==> src/rtl/pwm_capture.sv <==
// ---------------------------------------------------------------------------
// pwm_capture
//    Measures an incoming PWM waveform. For each window between two accepted
//    rising edges it reports:
//       - the period
//       - the high time
//       - an 8-bit duty code floor(high*256/period), saturated to 255
//    The duty code uses the same scale as the PWM generator's width input.
//    A missing rising edge for TIMEOUT_CYCLES flags the input as stuck.
//
// Optional feature (macro PWM_CAPTURE_GLITCH_FILTER_EN):
//    Adds a glitch filter after the synchronizer. The conditioned input only
//    changes after the synchronized value has held for 4 consecutive cycles.
//    Both edges are delayed by 3 extra cycles, so widths are unchanged.
//
// Parameters:
//    TIMEOUT_CYCLES : cycles without a rising edge before o_stuck is raised
//    COUNT_WIDTH    : width of the period/high counters (must hold TIMEOUT)
//
// Ports:
//    i_fclk    : system clock
//    i_reset   : asynchronous reset, active-high
//    i_pwm_in  : asynchronous PWM input
//    o_period  : last measured period in cycles
//    o_high    : last measured high time in cycles
//    o_duty    : floor(o_high*256/o_period), saturated to 255
//    o_valid   : one-cycle pulse when period/high/duty update
//    o_stuck   : input held at one level for TIMEOUT_CYCLES
//    o_level   : level the input is stuck at (meaningful when o_stuck=1)
//    o_overrun : one-cycle pulse when a capture is dropped (divider busy)
// ---------------------------------------------------------------------------
module pwm_capture #(
   parameter int TIMEOUT_CYCLES = 2_560_000,
   parameter int COUNT_WIDTH    = 22
) (
   input  logic                   i_fclk,
   input  logic                   i_reset,
   input  logic                   i_pwm_in,
   output logic [COUNT_WIDTH-1:0] o_period,
   output logic [COUNT_WIDTH-1:0] o_high,
   output logic [7:0]             o_duty,
   output logic                   o_valid,
   output logic                   o_stuck,
   output logic                   o_level,
   output logic                   o_overrun
);

   localparam logic [COUNT_WIDTH-1:0] TIMEOUT_C = COUNT_WIDTH'(TIMEOUT_CYCLES);
   localparam logic [COUNT_WIDTH-1:0] ONE_C     = COUNT_WIDTH'(1);
   localparam logic [3:0]             LAST_STEP_C = 4'd8;

   typedef enum logic [0:0] {
      S_WAIT_EDGE = 1'b0,
      S_MEASURE   = 1'b1
   } state_t;

   // Input conditioning
   logic sync1_r;
   logic sync2_r;
   logic pwm_s;
   logic pwm_prev_r;
   logic rise_r;

   // Measurement
   state_t                 state_r;
   logic [COUNT_WIDTH-1:0] period_cnt_r;
   logic [COUNT_WIDTH-1:0] high_cnt_r;
   logic [COUNT_WIDTH-1:0] cap_period_r;
   logic [COUNT_WIDTH-1:0] cap_high_r;

   // Divider
   logic                   div_busy_r;
   logic [3:0]             div_step_r;
   logic [COUNT_WIDTH:0]   div_rem_r;
   logic [COUNT_WIDTH-1:0] div_den_r;
   logic [8:0]             div_q_r;
   logic                   div_ge_s;
   logic [COUNT_WIDTH:0]   div_diff_s;
   logic [8:0]             div_q_next_s;
   logic [7:0]             duty_s;

   // Two-flop synchronizer for the asynchronous PWM pin
   always_ff @(posedge i_fclk or posedge i_reset) begin
      if (i_reset) begin
         sync1_r <= 1'b0;
         sync2_r <= 1'b0;
      end else begin
         sync1_r <= i_pwm_in;
         sync2_r <= sync1_r;
      end
   end

`ifdef PWM_CAPTURE_GLITCH_FILTER_EN
   logic hist1_r;
   logic hist2_r;
   logic filt_r;

   // Glitch filter: accept a new level after 4 consecutive equal samples.
   // sync1_r is the next sync2_r sample. Using it as lookahead lets the
   // filter switch with 3 cycles of delay instead of 4.
   always_ff @(posedge i_fclk or posedge i_reset) begin
      if (i_reset) begin
         hist1_r <= 1'b0;
         hist2_r <= 1'b0;
         filt_r  <= 1'b0;
      end else begin
         hist1_r <= sync2_r;
         hist2_r <= hist1_r;
         if ((sync1_r == sync2_r) && (sync2_r == hist1_r) &&
             (hist1_r == hist2_r) && (sync1_r != filt_r)) begin
            filt_r <= sync1_r;
         end else begin
            filt_r <= filt_r;
         end
      end
   end

   assign pwm_s = filt_r;
`else
   assign pwm_s = sync2_r;
`endif

   // Rising-edge detect, registered (edge cycle is one after pwm_s rises)
   always_ff @(posedge i_fclk or posedge i_reset) begin
      if (i_reset) begin
         pwm_prev_r <= 1'b0;
         rise_r     <= 1'b0;
      end else begin
         pwm_prev_r <= pwm_s;
         rise_r     <= pwm_s & ~pwm_prev_r;
      end
   end

   // One restoring-division step. The remainder starts at high. Because
   // high <= period, nine compare/subtract/shift steps yield the quotient
   // bits of (high<<8)/period.
   always_comb begin
      div_ge_s = (div_rem_r >= {1'b0, div_den_r});
      if (div_ge_s) begin
         div_diff_s = div_rem_r - {1'b0, div_den_r};
      end else begin
         div_diff_s = div_rem_r;
      end
      div_q_next_s = {div_q_r[7:0], div_ge_s};
      if (div_q_next_s[8]) begin
         duty_s = 8'hFF;
      end else begin
         duty_s = div_q_next_s[7:0];
      end
   end

   // Measurement FSM, counters, divider sequencing and registered outputs
   always_ff @(posedge i_fclk or posedge i_reset) begin
      if (i_reset) begin
         state_r      <= S_WAIT_EDGE;
         period_cnt_r <= '0;
         high_cnt_r   <= '0;
         cap_period_r <= '0;
         cap_high_r   <= '0;
         div_busy_r   <= 1'b0;
         div_step_r   <= 4'd0;
         div_rem_r    <= '0;
         div_den_r    <= '0;
         div_q_r      <= 9'd0;
         o_period     <= '0;
         o_high       <= '0;
         o_duty       <= 8'd0;
         o_valid      <= 1'b0;
         o_stuck      <= 1'b0;
         o_level      <= 1'b0;
         o_overrun    <= 1'b0;
      end else begin
         o_valid   <= 1'b0;
         o_overrun <= 1'b0;

         // Divider: steps 0..8 run on the cycles after the capture. Step 8
         // also publishes, so o_valid appears 10 cycles after the edge.
         if (div_busy_r) begin
            div_rem_r <= {div_diff_s[COUNT_WIDTH-1:0], 1'b0};
            div_q_r   <= div_q_next_s;
            if (div_step_r == LAST_STEP_C) begin
               div_busy_r <= 1'b0;
               o_period   <= cap_period_r;
               o_high     <= cap_high_r;
               o_duty     <= duty_s;
               o_valid    <= 1'b1;
               o_stuck    <= 1'b0;
            end else begin
               div_step_r <= div_step_r + 4'd1;
            end
         end else begin
            div_step_r <= div_step_r;
         end

         case (state_r)
            S_WAIT_EDGE: begin
               // First edge only arms the counters; no capture is made.
               if (rise_r) begin
                  period_cnt_r <= ONE_C;
                  high_cnt_r   <= ONE_C;
                  state_r      <= S_MEASURE;
               end else begin
                  state_r <= S_WAIT_EDGE;
               end
            end
            S_MEASURE: begin
               // The edge is checked first, so it beats a same-cycle timeout.
               if (rise_r) begin
                  period_cnt_r <= ONE_C;
                  high_cnt_r   <= ONE_C;
                  if (div_busy_r) begin
                     o_overrun <= 1'b1;
                  end else begin
                     cap_period_r <= period_cnt_r;
                     cap_high_r   <= high_cnt_r;
                     div_rem_r    <= {1'b0, high_cnt_r};
                     div_den_r    <= period_cnt_r;
                     div_q_r      <= 9'd0;
                     div_step_r   <= 4'd0;
                     div_busy_r   <= 1'b1;
                  end
               end else if (period_cnt_r == TIMEOUT_C) begin
                  o_stuck  <= 1'b1;
                  o_level  <= pwm_s;
                  o_period <= '0;
                  o_high   <= '0;
                  if (pwm_s) begin
                     o_duty <= 8'hFF;
                  end else begin
                     o_duty <= 8'h00;
                  end
                  o_valid <= 1'b1;
                  state_r <= S_WAIT_EDGE;
               end else begin
                  period_cnt_r <= period_cnt_r + ONE_C;
                  if (pwm_s) begin
                     high_cnt_r <= high_cnt_r + ONE_C;
                  end else begin
                     high_cnt_r <= high_cnt_r;
                  end
               end
            end
            default: begin
               state_r <= S_WAIT_EDGE;
            end
         endcase
      end
   end

endmodule

==> config.mk <==
export PLATFORM = sky130hd
export DESIGN_NAME = pwm_capture
export DESIGN_NICKNAME = d
export VERILOG_FILES = /design/src/rtl/pwm_capture.sv
export SDC_FILE = /design/constraint.sdc
export NUM_CORES = 1
export LEC_CHECK = 0
export ABC_AREA = 1
export BUFFER_PORTS_ARGS = -buffer_cell sky130_fd_sc_hd__buf_2
export CAP_MARGIN = 20
export CORE_UTILIZATION = 29
export DETAILED_ROUTE_END_ITERATION = 8
export SKIP_LAST_GASP = 1
export SLEW_MARGIN = 0
export SYNTH_ARGS = -nofsm -noshare
export SYNTH_HDL_FRONTEND = slang
export SYNTH_SLANG_ARGS = --single-unit
==> constraint.sdc <==
create_clock -name i_fclk -period 15.3 [get_ports i_fclk]
set_input_delay 3.06 -clock i_fclk [delete_from_list [all_inputs] [get_ports i_fclk]]
set_output_delay 3.06 -clock i_fclk [all_outputs]
set_load 0.005 [all_outputs]
==> impl_metrics.yaml, run 1 <==
cts:
  cts_buffers: 17
  htree_levels: 4
  cts_sinks: 185
  post_cts_buffers: 0
  cts.path.max_buffers: 2
  cts_root_buffer: "clkbuf_16"
  path_clk_slew_ps: 80
  cts_tree: "built"
  cts_resized: 0
  clk-insertion-delay-late_ps: 440
  hold_buffers: 0
floorplanning:
  fp.dieH_um: 192
  die-width_um: 192
  die_area_mm2: 0.0367
  start_util: 0.294
  io_pins: 59
  core-area_mm2: 0.0355
  rows: 69
sta:
  finalSetupViolations: 0
  maxSlewViolCount: 0
  grt_setup_unrepaired: "false"
  fin_crit_sh: 0.272
  finClkSkew_ps: 15.5
  post-route-min-period_ps: 4160
  holdWs_ps: 351
  worstMarginPinSlew_ps: 873
  hold_viol_final: 0
  finalSetupTns_ps: 0
  fmax_ghz: 0.240
  maxSlewHeadroom: 0.418
setup_path:
  worstSetupEndpointType: "async pin"
  startpoint_type: "primary input"
  crit_path_max_fanout: 127
  cp.required_ps: 15780
  slowest_delay_ps: 740
  crit_slowest_cell: "buf_4"
  path_cells: "buf_2 > inv_8 > buf_4"
  critPathArrivalTime_ps: 4640
  path_class: "primary input to async pin"
power:
  p_per_area_mw_per_mm2: 161
  p_leak_nw: 5.94
  ir_drop_mv: 0.0883
global_routing:
  use_met1: 0.218
  gr-usage-met3: 0.0280
  grt-ovfl-total: 0
  grt_first_pass_wirelength_um: 46900
  grt_use_total: 0.165
  grt_pass1_vias: 8727
  use_met2: 0.271
  antenna_found_initial: 0
  top_usage_layer: "met2"
  grt_start_max_net_pins: 128
synth:
  synthXorXnorAreaFrac: 0.0193
  synth-simple-area-share: 0.314
  synth_seq_area_share: 0.444
  synthAdderAreaFrac: 0.0343
  synthTopCellsByArea: "dfrtp_1 (44%), nand2_1 (19%), inv_1 (6.5%)"
  synth-compound-area-share: 0.0949
  syn_avg_cell_area_um2: 7.33
  synth_top_cell_area_share: 0.444
  syn_nets: 1454
  syn_area_mm2: 0.0104
  ys_types: 45
  synth_edf_count: 0
  synth_seq_cells: 185
  yosysTopAreaCell: "dfrtp_1"
  synthFlopType: "dfrtp_1"
  synth.area.mux_share: 0
  synth_top_family_by_area: "simple AND/OR/NAND/NOR gates"
  yosysWarnings: 0
  syn-instance-count: 1423
  async_reset_ff_frac: 1.00
finish:
  mostFrequentLayoutCells: "nand2_1 (517), dfrtp_1 (185), inv_1 (181), nor2_1 (86), nand3_1 (84)"
  n_antenna_cell: 0
  multi_input_area_mm2: 0.00483
  fillers: 3808
  syn2layout_area_growth_pct: 12.3
  layout.cells.most_common: "nand2_1"
  drive_gt1_frac: 0.0969
  nets: 1494
  seq_area_mm2: 0.00463
drt:
  drt_iter0_drc: 733
  vias_per_cell: 4.77
  drtAntennaViolNets: 0
  drc: 0
  vias: 9234
  drt-pass1-iter-count: 6
  post_drt_wl_per_cell_um: 15.1
  wl_um: 29200
run_status:
  status: "finished clean"
flow_run:
  cap_violations: 0
placement:
  dp_hpwl_um: 21800
  gp_congestion: 0.943
  io_buffers: 58
min_path:
  hold_path.class: "flop to flop"
[cells in the mapped netlist (7+ instances only)]
cell / instances
nand3_1: 84
xnor2_1: 8
o21ai_1: 13
a21oi_1: 66
o21ai_0: 58
xor2_1: 15
dfrtp_1: 185
o22ai_1: 7
nor2_1: 86
clkbuf_1: 14
inv_2: 9
nor3_1: 24
nor2_2: 7
buf_2: 21
inv_1: 182
ha_1: 27
nand2_1: 517
nand4_1: 30
o21bai_1: 9
[final cells by class]
| class | instances | share of cell area |
|---|---|---|
| multi-input combinational | 1001 | 0.413 |
| sequential | 185 | 0.395 |
| inverter | 192 | 0.0628 |
| tap | 461 | 0.0493 |
| clock buffer | 17 | 0.0363 |
| timing repair buffer | 66 | 0.0299 |
| clock inverter | 14 | 0.0138 |
[per-layer routing]
layer	part of all wire	vias to the layer above	routed length, um
li1	-	4582	-
met1	0.45	4371	13200
met2	0.47	239	13900
met3	0.047	42	1380
met4	0.026	0	765
met5	0	-	0
[state kept, by name, indices dropped and copies added (netlist names), 4 cells and up]
register	count
div_den_r	22
cap_high_r	22
div_q_r	8
div_step_r	4
o_high	22
o_duty	8
o_period	22
div_rem_r	23
period_cnt_r	22
high_cnt_r	22
[metrics by stage]
stage	std cells	power, W	instance area (um2)	setup WS, ps	util
2_1_floorplan	1423	0.00124	10400	7210	-
3_3_place_gp	1905	0.00144	11100	10650	0.313
3_5_place_dp	1905	0.00145	11100	10610	0.313
4_1_cts	1936	0.00190	11700	11070	0.330
5_1_grt	1936	0.00204	11700	10860	0.330
6_report	1936	0.00189	11700	11140	0.330
[power breakdown]
group | leakage (nW) | internal [W] | switching, W
registers | 2.44 | 0.000581 | 0.0000724
clock network | 0.277 | 0.000231 | 0.000212
logic | 3.22 | 0.000273 | 0.000518
total | 5.94 | 0.00108 | 0.000803
[worst paths after layout]
check	slack, ps	end	depth (start not counted)	start
setup / recovery	11140	o_period[14]	3	i_reset
hold / removal	350	pwm_s	0	sync1_r
setup reg to reg	12600	div_rem_r[22]	11	div_rem_r[17]
hold reg to reg	350	pwm_s	0	sync1_r
max in group i_fclk	11280	o_high[17]	1	o_high[17]
min in group asynchronous	2800	o_high[6]	2	i_reset
[worst max-delay path, delay by kind of cell]
family                 cells  cell delay (ps)
buffers and inverters      3             1460
[kinds of logic (layout without fill, tap and decap cells)]
| kind of cell | count (synthesis) | after routing |
|---|---|---|
| compound gates | 175 | 175 |
| xor+xnor | 23 | 23 |
| fa+ha+maj | 28 | 28 |
| buf+inv | 237 | 289 |
| flops | 185 | 185 |
| simple gates | 775 | 775 |
No activity file was read; power rests on OpenSTA's default activity.
==> run 2: changes to the inputs <==
Clock period 15.3 ns to 3.7 ns, I/O delays scaled along.
==> run 2 against run 1 <==
Clock-buffer cell count stayed put. Utilization is 0.14 points higher. Register-to-register slack worse by 11000 ps. Non-clock buffer count is 2 higher. Via count is 0.56% higher. Cell area is 0.42% higher. Sequential power grew to 4.2 times the previous value. Power grew to 4.2 times the previous value. First-iteration DRC count is 12% higher. Wire length is 6.0% higher. Die area stayed put. Sequential share of layout area is 0.16 points lower. Critical path type is now flop to flop.
==> impl_metrics.yaml, run 2 (same netlist as run 1, synthesis figures left out) <==
power:
  netSwitchingFraction: 0.434
  comb_power_share: 0.415
  ir_drop_mv: 0.308
  seqPwrFrac: 0.344
  p_leak_nw: 5.97
  p_sw_w: 0.00345
  p_per_area_mw_per_mm2: 677
  intPower_w: 0.00450
  pwr-share-clk: 0.241
sta:
  maxSlewHeadroom: 0.312
  post-route-min-period_ps: 2570
  hold_viol_final: 0
  worstMarginPinSlew_ps: 1030
  finClkSkew_ps: 10.4
  fin_crit_sh: 0.694
  grt_setup_unrepaired: "false"
  holdWs_ps: 352
  finalSetupTns_ps: 0
  maxSlewViolCount: 0
  fmax_ghz: 0.390
  finalSetupViolations: 0
floorplanning:
  fp.dieH_um: 192
  core-area_mm2: 0.0355
  start_util: 0.294
  die-width_um: 192
  rows: 69
  die_area_mm2: 0.0367
  io_pins: 59
cts:
  cts_sinks: 185
  clk-insertion-delay-late_ps: 450
  cts_root_buffer: "clkbuf_16"
  post_cts_buffers: 0
  path_clk_slew_ps: 80
  cts_tree: "built"
  cts.path.max_buffers: 2
  cts_buffers: 17
  htree_levels: 4
  cts_resized: 0
  hold_buffers: 0
global_routing:
  grt_use_total: 0.176
  grt_first_pass_wirelength_um: 49500
  grt-ovfl-total: 0
  grt_pass1_vias: 8933
  antenna_found_initial: 0
  grt_start_max_net_pins: 186
setup_path:
  cp.required_ps: 4040
  path_class: "flop to flop"
  crit_slowest_cell: "nand4_4"
  crit_path_max_fanout: 32
  worstSetupEndpointType: "flop"
  path_cells: "inv_1 > ha_1 > nand2_1 > nand2_1 > inv_1 > nand2_2 > nand2_1 > nand2_1 > nand2_1 > nand4_4 > nand2_1 > nand2_1 > nand2_1 > nand2_1"
  startpoint_type: "flop"
  slowest_delay_ps: 450
  crit_top_cell: "nand2_1"
  critPathArrivalTime_ps: 2910
drt:
  post_drt_wl_per_cell_um: 16.0
  drt-pass1-iter-count: 5
  drtAntennaViolNets: 0
  drt_iter0_drc: 823
  vias: 9286
  drt-met1-wl_um: 14400
  drc: 0
  wl_met3_um: 1570
  routed.top_layer: "met4"
  wl_met2_um: 14300
  vias_per_cell: 4.79
  wl_um: 31000
min_path:
  hold_path.class: "flop to flop"
placement:
  dp_hpwl_um: 23000
  placed_cells: 1907
  io_buffers: 58
  gp_congestion: 0.958
  post_dp_cell_area_mm2: 0.0112
finish:
  fin_cells: 1938
  nets: 1496
  utilization: 0.331
  mostFrequentLayoutCells: "nand2_1 (517), dfrtp_1 (185), inv_1 (181), nor2_1 (86), nand3_1 (84)"
  largest_register_ffs: 23
  fin_area_mm2: 0.0118
  layout.cells.most_common: "nand2_1"
  drive_gt1_frac: 0.0982
  n_antenna_cell: 0
  top_register: "div_rem_r"
  syn2layout_area_growth_pct: 12.7
run_status:
  status: "finished clean"
flow_run:
  cap_violations: 0
-- run 2: cell count changes in the layout (fill, tap and decap cells not counted) --
cell / previous run / this run
inv_6: 4 / 3
clkinv_4: 1 / 0
buf_12: 0 / 2
clkinvlp_4: 3 / 2
inv_12: 0 / 1
clkinv_8: 3 / 2
inv_8: 3 / 6
-- run 2: path summary, 6_finish.rpt --
| kind | start | endpoint | slack (ps) | depth (start not counted) |
|---|---|---|---|---|
| worst min register to register | sync1_r | pwm_s | 350 | 0 |
| worst max-delay path | div_den_r[2] | div_rem_r[18] | 1130 | 14 |
| min in group asynchronous | i_reset | o_high[4] | 540 | 3 |
| worst min-delay path | sync1_r | pwm_s | 350 | 0 |
| worst max register to register | div_den_r[2] | div_rem_r[18] | 1130 | 14 |
| max in group asynchronous | i_reset | div_rem_r[12] | 2380 | 3 |
-- run 2: per-layer routing --
layer,track usage,vias to the layer above
met2,0.279,238
met4,0.0623,0
met3,0.0356,41
met1,0.237,4420
li1,-,4587
met5,0,-
-- run 2: area by class of cell --
class | count | area (um2)
Inverter | 192 | 732
Sequential cell | 185 | 4630
Fill cell | 3780 | 23700
Clock buffer | 17 | 425
Tap cell | 461 | 577
Multi-Input combinational cell | 1001 | 4830
Timing Repair Buffer | 68 | 390
Clock inverter | 14 | 174
-- run 2: metrics by stage --
| stage | setup WS, ps | total power, W |
|---|---|---|
| global route | 973 | 0.00854 |
| detailed placement | 1210 | 0.00605 |
| floorplan | 581 | 0.00512 |
| CTS | 1190 | 0.00798 |
| global placement | 1220 | 0.00600 |
| finish | 1130 | 0.00796 |
-- run 2: worst max-delay path: cells and delay by family (launching register included) --
family | cells | cell delay (ps)
fa+ha+maj | 1 | 360
flops | 1 | 360
buf+inv | 2 | 130
simple gates | 11 | 1610
-- run 2: power groups by stage --
stage / Sequential (W) / Combinational (W) / Clock, W
2_1_floorplan: 0.00264 / 0.00248 / 0
3_3_place_gp: 0.00276 / 0.00324 / 0
5_1_grt: 0.00277 / 0.00374 / 0.00203
3_5_place_dp: 0.00277 / 0.00328 / 0
6_report: 0.00274 / 0.00331 / 0.00192
4_1_cts: 0.00273 / 0.00329 / 0.00195
==> run 3: changes to the inputs <==
Clock period 3.7 ns to 2.2 ns, I/O delays scaled along.
==> run 3 against run 2 <==
Power grew 81%. Clock skew shrank 1.8 ps. Combinational power grew 100%. Non-clock buffer count grew 59. Critical endpoint is now div_rem_r[19]. Largest cell class unchanged. Highest routed layer unchanged.
==> impl_metrics.yaml, run 3 (same netlist as run 1, synthesis figures left out) <==
run_status:
  status: "finished clean"
setup_path:
  critPathArrivalTime_ps: 2500
  crit_path_max_fanout: 5
  crit_top_cell: "nand2_1"
  startpoint_type: "flop"
  cp.required_ps: 2540
  worstSetupEndpointType: "flop"
  path_class: "flop to flop"
  path_cells: "inv_1 > ha_1 > nand2_1 > nor2_4 > nand2_1 > nor2_1 > nand2_2 > nand4_4 > buf_6 > nand3_1 > nand2_1 > nand2_1"
  crit_slowest_cell: "ha_1"
  slowest_delay_ps: 380
finish:
  n_antenna_cell: 0
  mostFrequentLayoutCells: "nand2_1 (512), dfrtp_1 (185), inv_1 (181), nand3_1 (83), nor2_1 (81)"
  layout.cells.most_common: "nand2_1"
  fillers: 3690
  fin_area_mm2: 0.0124
  top_register: "div_rem_r"
  syn2layout_area_growth_pct: 19.3
  drive_gt1_frac: 0.150
  largest_register_ffs: 23
  nets: 1555
floorplanning:
  fp.dieH_um: 192
  rows: 69
  die_area_mm2: 0.0367
  die-width_um: 192
  io_pins: 59
  start_util: 0.294
  core-area_mm2: 0.0355
cts:
  cts_tree: "built"
  cts_buffers: 17
  clk-insertion-delay-late_ps: 450
  path_clk_slew_ps: 80
  htree_levels: 4
  cts_sinks: 185
  cts_root_buffer: "clkbuf_16"
  cts.path.max_buffers: 2
sta:
  post-route-min-period_ps: 2160
  holdWs_ps: 88.6
  maxSlewHeadroom: 0.456
  fmax_ghz: 0.464
  fin_crit_sh: 0.980
  hold_viol_final: 0
  finClkSkew_ps: 8.59
  worstMarginPinSlew_ps: 816
  grt_setup_unrepaired: "true"
  maxSlewViolCount: 0
  finalSetupViolations: 0
global_routing:
  grt_use_total: 0.180
  grt-ovfl-total: 0
  antenna_found_initial: 0
  grt_start_max_net_pins: 102
  grt_pass1_vias: 9158
  grt_first_pass_wirelength_um: 50600
placement:
  io_buffers: 58
  gp_congestion: 0.970
  post_dp_cell_area_mm2: 0.0116
  dp_hpwl_um: 24300
drt:
  post_drt_wl_per_cell_um: 16.0
  wl_um: 32000
  drtAntennaViolNets: 0
  vias_per_cell: 4.80
  drc: 0
  vias: 9581
  drt_iter0_drc: 744
  drt-pass1-iter-count: 5
power:
  p_per_area_mw_per_mm2: 1160
  pwr-share-clk: 0.216
  intPower_w: 0.00823
  p_sw_w: 0.00616
  seqPwrFrac: 0.319
  comb_power_share: 0.465
  ir_drop_mv: 0.564
  p_leak_nw: 6.29
  finalPower_w: 0.0144
  netSwitchingFraction: 0.428
flow_run:
  cap_violations: 0
min_path:
  hold_path.class: "primary input to flop"
## run 3: changes by cell type in the layout (fill, tap and decap cells not counted), sizes merged
cell,change
dlygate4sd3,+1
clkinv,+3
bufinv,-1
buf,+58
clkbuf,+1
inv,-2
## run 3: what timing repair did
action,in CTS,in global routing
hold endpoints to repair,5,0
setup buffers,0,3
resized for setup,7,35
hold buffers,1,0
gates cloned,0,0
endpoints found under the setup margin,12,24
pin swaps,0,3
## run 3: worst paths after layout
kind                              start            end  slack, ps  depth (start not counted)
max in group asynchronous       i_reset   o_period[16]        960                          4
min                            i_pwm_in        sync1_r         90                          1
max reg2reg                div_den_r[8]  div_rem_r[19]         40                         12
max                        div_den_r[8]  div_rem_r[19]         40                         12
min reg2reg                     sync1_r          pwm_s        360                          0
min in group asynchronous       i_reset      o_high[5]        450                          3
## run 3: layer usage
layer  track usage  part of all wire
met1         0.247              0.46
met2         0.281              0.46
met5             0                 0
met4        0.0632             0.025
met3        0.0358             0.055
## run 3: layout make-up
cell class              count  area [um2]  share of cell area
flip-flops and latches    185        4630               0.372
multi-input cells        1001        5040               0.405
inverters                 192         732              0.0588
clock inverters            14         154              0.0124
clock buffers              18         429              0.0345
well taps                 461         577              0.0463
repair buffers            127         881              0.0708
## run 3: power groups by stage
stage / logic (W) / clock network (W) / registers, W
final: 0.00669 / 0.00311 / 0.00459
after global routing: 0.00749 / 0.00334 / 0.00466
after CTS: 0.00626 / 0.00318 / 0.00455
after detailed placement: 0.00618 / 0 / 0.00461
after global placement: 0.00615 / 0 / 0.00459
after floorplan: 0.00418 / 0 / 0.00444
## run 3: worst max-delay path: cells and delay by family, from the launching register on
kind	cells	cell delay (ps)
buffers and inverters	2	210
flip-flops	1	340
adder cells (fa/ha/maj)	1	380
AND/OR/NAND/NOR	9	1110
## run 3: metrics by stage
stage / std cells / setup slack, ps / util / TNS (ps)
2_1_floorplan: 1423 / -619 / - / -114430
3_3_place_gp: 1962 / -8.65 / 0.327 / -15.5
3_5_place_dp: 1962 / -41.1 / 0.327 / -55.1
4_1_cts: 1995 / 26.8 / 0.345 / 0
5_1_grt: 1998 / -62.1 / 0.351 / -264
6_report: 1998 / 43.6 / 0.351 / 0
